**config.mk**
```make
export PLATFORM = sky130hd
export DESIGN_NAME = wb_stage
export DESIGN_NICKNAME = d
export VERILOG_FILES = /design/src/rtl/wb_stage_pkg.sv /design/src/rtl/wb_stage_load_align.sv /design/src/rtl/wb_stage.sv
export SDC_FILE = /design/constraint.sdc
export NUM_CORES = 1
export LEC_CHECK = 0
export BUFFER_PORTS_ARGS = -buffer_cell sky130_fd_sc_hd__buf_2
export CAP_MARGIN = 10
export CORE_MARGIN = 1
export CORE_UTILIZATION = 45
export CTS_BUF_LIST = sky130_fd_sc_hd__clkbuf_2 sky130_fd_sc_hd__clkbuf_4 sky130_fd_sc_hd__clkbuf_8
export CTS_CLUSTER_SIZE = 8
export DETAILED_ROUTE_END_ITERATION = 8
export MAX_ROUTING_LAYER = met4
export PLACE_DENSITY = 0.76
export SYNTH_ARGS = -nofsm -noshare
export SYNTH_HDL_FRONTEND = slang
export SYNTH_SLANG_ARGS = --single-unit
```
**constraint.sdc**
```tcl
create_clock -name clk -period 2.15 [get_ports clk]
set_input_delay 0.645 -clock clk [delete_from_list [all_inputs] [get_ports clk]]
set_output_delay 0.645 -clock clk [all_outputs]
set_load 0.005 [all_outputs]
```
**src/rtl/wb_stage_pkg.sv**
```systemverilog
// rtl/wb_stage_pkg.sv - shared register-index width, load funct3 encodings and FSM states
package wb_stage_pkg;

    localparam int ZCRV_REG_SIZE = 5;

    localparam logic [2:0] F3_LB  = 3'b000;
    localparam logic [2:0] F3_LH  = 3'b001;
    localparam logic [2:0] F3_LW  = 3'b010;
    localparam logic [2:0] F3_LBU = 3'b100;
    localparam logic [2:0] F3_LHU = 3'b101;

    typedef enum logic [1:0] {
        S_IDLE     = 2'd0,
        S_WAIT_RSP = 2'd1,
        S_DRAIN    = 2'd2
    } wb_state_t;

endpackage

```
**src/rtl/wb_stage_load_align.sv**
```systemverilog
// rtl/wb_stage_load_align.sv - byte/half/word lane select with sign or zero extension
module load_align
    import wb_stage_pkg::*;
(
    input  logic [2:0]  funct3,
    input  logic [1:0]  addr,
    input  logic [31:0] word,
    output logic [31:0] data,
    output logic        misaligned
);

    logic [7:0]  w_byte;
    logic [15:0] w_half;

    always_comb begin
        w_byte = word[7:0];
        case (addr)
            2'd1:    w_byte = word[15:8];
            2'd2:    w_byte = word[23:16];
            2'd3:    w_byte = word[31:24];
            default: w_byte = word[7:0];
        endcase
        w_half = addr[1] ? word[31:16] : word[15:0];
    end

    // Reserved encodings fall into the default arm and behave as LW.
    always_comb begin
        data       = word;
        misaligned = 1'b0;
        case (funct3)
            F3_LB:  data = {{24{w_byte[7]}}, w_byte};
            F3_LBU: data = {24'b0, w_byte};
            F3_LH: begin
                data       = {{16{w_half[15]}}, w_half};
                misaligned = addr[0];
            end
            F3_LHU: begin
                data       = {16'b0, w_half};
                misaligned = addr[0];
            end
            default: misaligned = (addr != 2'b00);
        endcase
    end

endmodule

```
**src/rtl/wb_stage.sv**
```systemverilog
// rtl/wb_stage.sv - writeback stage: registers ALU results and aligns load responses for the regfile
module wb_stage
    import wb_stage_pkg::*;
(
    input  logic                     clk,
    input  logic                     rst_n,
    input  logic                     mem_valid,
    output logic                     mem_ready,
    input  logic [ZCRV_REG_SIZE-1:0] mem_rd,
    input  logic                     mem_rd_en,
    input  logic [31:0]              mem_alu_result,
    input  logic                     mem_is_load,
    input  logic [2:0]               mem_funct3,
    input  logic                     dmem_rsp_valid,
    input  logic [31:0]              dmem_rsp_data,
    input  logic                     flush,
    output logic [31:0]              rddata_from_wb,
    output logic [ZCRV_REG_SIZE-1:0] rd_from_wb,
    output logic                     rd_en_from_wb,
    output logic                     misalign_err
);

    wb_state_t r_state;
    wb_state_t w_state_nxt;

    logic [ZCRV_REG_SIZE-1:0] r_ld_rd;
    logic                     r_ld_rd_en;
    logic [2:0]               r_ld_funct3;
    logic [1:0]               r_ld_addr;

    logic [31:0]              r_rddata;
    logic [ZCRV_REG_SIZE-1:0] r_rd;
    logic                     r_rd_en;
    logic                     r_misalign;

    logic        w_hs;
    logic        w_rsp_commit;
    logic [31:0] w_ld_data;
    logic        w_ld_misaligned;

    assign mem_ready    = (r_state == S_IDLE);
    assign w_hs         = mem_valid && mem_ready;
    assign w_rsp_commit = (r_state == S_WAIT_RSP) && dmem_rsp_valid && !flush;

    load_align u_load_align (
        .funct3     (r_ld_funct3),
        .addr       (r_ld_addr),
        .word       (dmem_rsp_data),
        .data       (w_ld_data),
        .misaligned (w_ld_misaligned)
    );

    always_ff @(posedge clk or negedge rst_n) begin
        if (!rst_n) begin
            r_state <= S_IDLE;
        end else begin
            r_state <= w_state_nxt;
        end
    end

    // A flush that coincides with the response consumes it; otherwise DRAIN eats the late word.
    always_comb begin
        w_state_nxt = r_state;
        case (r_state)
            S_IDLE: begin
                if (w_hs && mem_is_load && !flush) w_state_nxt = S_WAIT_RSP;
            end
            S_WAIT_RSP: begin
                if (dmem_rsp_valid)  w_state_nxt = S_IDLE;
                else if (flush)      w_state_nxt = S_DRAIN;
            end
            S_DRAIN: begin
                if (dmem_rsp_valid)  w_state_nxt = S_IDLE;
            end
            default: w_state_nxt = S_IDLE;
        endcase
    end

    always_ff @(posedge clk or negedge rst_n) begin
        if (!rst_n) begin
            r_ld_rd     <= '0;
            r_ld_rd_en  <= 1'b0;
            r_ld_funct3 <= 3'b0;
            r_ld_addr   <= 2'b0;
            r_rddata    <= 32'b0;
            r_rd        <= '0;
            r_rd_en     <= 1'b0;
            r_misalign  <= 1'b0;
        end else begin
            r_rd_en    <= 1'b0;
            r_misalign <= 1'b0;
            if (w_hs && !flush && !mem_is_load) begin
                r_rddata <= mem_alu_result;
                r_rd     <= mem_rd;
                r_rd_en  <= mem_rd_en && (mem_rd != '0);
            end
            if (w_hs && !flush && mem_is_load) begin
                r_ld_rd     <= mem_rd;
                r_ld_rd_en  <= mem_rd_en;
                r_ld_funct3 <= mem_funct3;
                r_ld_addr   <= mem_alu_result[1:0];
            end
            if (w_rsp_commit) begin
                if (w_ld_misaligned) begin
                    r_misalign <= 1'b1;
                end else begin
                    r_rddata <= w_ld_data;
                    r_rd     <= r_ld_rd;
                    r_rd_en  <= r_ld_rd_en && (r_ld_rd != '0);
                end
            end
        end
    end

    assign rddata_from_wb = r_rddata;
    assign rd_from_wb     = r_rd;
    assign rd_en_from_wb  = r_rd_en;
    assign misalign_err   = r_misalign;

endmodule
```
==> run summary <==
syn nets: 378
die width: 81.81 um
area grow syn2layout: 26.36%
initial antenna violation count: 0
First DRT Iteration DRCs: 216
final worst slack: 340.6 ps
Synth area leaders: dfrtp_1 45%, nand2_1 10%, a32oi_1 7.3%
layout cells sized above 1: 37.14%
Synth cell types: 39
CTS Buf Count: 5
Final Net Count: 490
Mapped Cells: 299
vias per inst: 5.741
I/O pins: 119
post-DP HPWL: 5.932 mm
WP data arrival: 2040 ps
Root Buffer: clkbuf_8
overall routed net length: 7.985 mm
Final ANT Viol Nets: 0
postcts setup bufs: 0
Port Buffers: 118
clk slew on worst S/H paths: 100 ps
CP required: 2380 ps
pwr/cell area: 882.6 mW/mm^2
routability cong.: 0.8556
die span in y: 81.81 um
hold crit path type: in -> async
Final Hold Fails: 0
# diodes: 0
vias in the first global route: 2442
final core occ: 60.11%
crit end category: flip-flop
Final Setup Violations: 0
FMAX: 552.7 MHz
dpl ws: 118.9 ps
RSZ-0062 raised after global routing: no
worst slew pin tran: 564.3 ps
hold buffers post-CTS: 0
Starting Density: 47.57%
LEAKAGE: 1.689 nW
cell taking the most area after synthesis: dfrtp_1
first-pass GRT wire length: 11.87 mm
startpoint types: flip-flop
Resize count post-CTS: 0
Vias: 2796
setup TNS: 0 ps
clock tree sinks: 52
crit path time final: 1809 ps
Yosys reg bits: 52
status: complete, no violations
Yosys top cell area share: 45.40%
Total GRT Usage: 24.52%
area of the mapped netlist: 0.002866 mm^2
Residual DRC: 0
Worst Skew: 12.00 ps
H-tree depth: 2
sequential element share of the synthesized area: 45.40%
worst vdd ir: 0.3886 mV
YS warnings: 0
final period utilization: 84.16%
Congestion Overflow GR: 0
relative slew slack: 62.38%
CTS tree: yes
worst skew pair latency: 310 ps
die area: 0.006693 mm^2
largest net degree at the start of global routing: 39
Crit Path Class: reg -> reg
DR WL/cell: 16.40 um
count of max-cap constraint violations: 0
core footprint: 0.006026 mm^2
clk buf depth: 2
row cnt: 28
drt first pass iters: 4
Syn Area/Cell: 9.587 um^2
Worst Path Max Fanout: 15
Max Slew Vio Count: 0
report_power, final:
group	switching (mW)	internal [mW]
Clock	0.342	0.381
Combinational	0.567	0.525
Sequential	0.150	1.23
layout make-up:
class	count	area [um^2]
flip-flops and latches	52	1301
repair buffers	127	683.2
clock buffers	6	82.58
clock inverters	2	38.79
inverters	3	11.26
well taps	75	93.84
fillers	563	2404
multi-input cells	222	1411
cells in the mapped netlist, drive strengths merged:
cell      n
nand2    77
dfrtp    52
a32oi    24
a21oi    16
nor2     13
mux2     12
o21ai    12
buf      11
clkbuf   11
mux2i    11
nor2b     8
a2bb2oi   7
o22ai     7
a31oi     6
a211o     5
nand3b    5
a2111o    2
inv       2
nand3     2
o2111ai   2
or4       2
a22o      1
a22oi     1
and2b     1
clkinv    1
mux4      1
nand2b    1
nand4bb   1
nor3      1
nor4b     1
o21ba     1
o21bai    1
or2b      1
per-stage QoR:
step | std cells | hold slack [ps] | cell area, um^2 | power, mW
after floorplan | 299 | 349.4 | 2867 | 2.035
after global placement | 479 | 486.6 | 3501 | 2.462
after detailed placement | 479 | 501.9 | 3501 | 2.494
after CTS | 487 | 319.5 | 3622 | 3.212
after global routing | 487 | 340.2 | 3622 | 3.404
final | 487 | 305.2 | 3622 | 3.197
metal layers:
layer / wire [um] / vias to the layer above / track usage [%]
met5: 0 / - / -
met2: 3781 / 106 / 37.77
li1: - / 1317 / -
met1: 3548 / 1363 / 32.79
met4: 124 / 0 / 7.895
met3: 531 / 10 / 4.222
cell families (layout without fill, tap and decap cells):
| family | count (synthesis) | count (layout) | share of synthesized area, % |
|---|---|---|---|
| simple gates | 113 | 113 | 17.55 |
| compound gates | 85 | 85 | 22.35 |
| flops | 52 | 52 | 45.40 |
| buf+inv | 25 | 138 | 5.369 |
| mux | 24 | 24 | 9.341 |
sequential cells by signal, summed over array words and instances (netlist names), 2 cells and up:
name	flops
r_state	2
r_ld_addr	2
r_ld_rd	5
rddata_from_wb	32
r_ld_funct3	3
rd_from_wb	5
critical path, stage by stage, from the launching register on:
cell and delay [ps]:
dfrtp_1 440, nand2b_1 410, a21oi_1 530, o21ai_0 140, o22ai_1 200
final timing paths:
path	start	end	slack [ps]	cells past startpoint
setup / recovery	r_ld_funct3[0]	rddata_from_wb[2]	340	4
hold / removal	rst_n	rddata_from_wb[28]	310	1
setup reg to reg	r_ld_funct3[0]	rddata_from_wb[2]	340	4
hold reg to reg	r_ld_funct3[2]	r_ld_funct3[2]	520	1
max in group asynchronous	rst_n	rd_from_wb[4]	1280	2
min in group clk	dmem_rsp_valid	r_state[1]	510	2
cell usage in the layout, fill, tap and decap left out, types with 2 or more instances in the layout:
cell,synthesis,final
buf_2,5,118
nand2_1,77,77
dfrtp_1,52,52
a32oi_1,24,24
a21oi_1,15,15
nor2_1,13,13
o21ai_0,12,12
mux2_2,12,12
mux2i_1,11,11
nor2b_1,8,8
a2bb2oi_1,7,7
o22ai_1,7,7
buf_4,2,7
clkbuf_8,0,6
a211o_1,5,5
nand3b_1,5,5
a31oi_1,5,5
inv_1,2,2
a2111o_1,2,2
nand3_1,2,2
o2111ai_1,2,2
or4_1,2,2
buf_12,1,2
No activity file was read; power rests on OpenSTA's default activity.
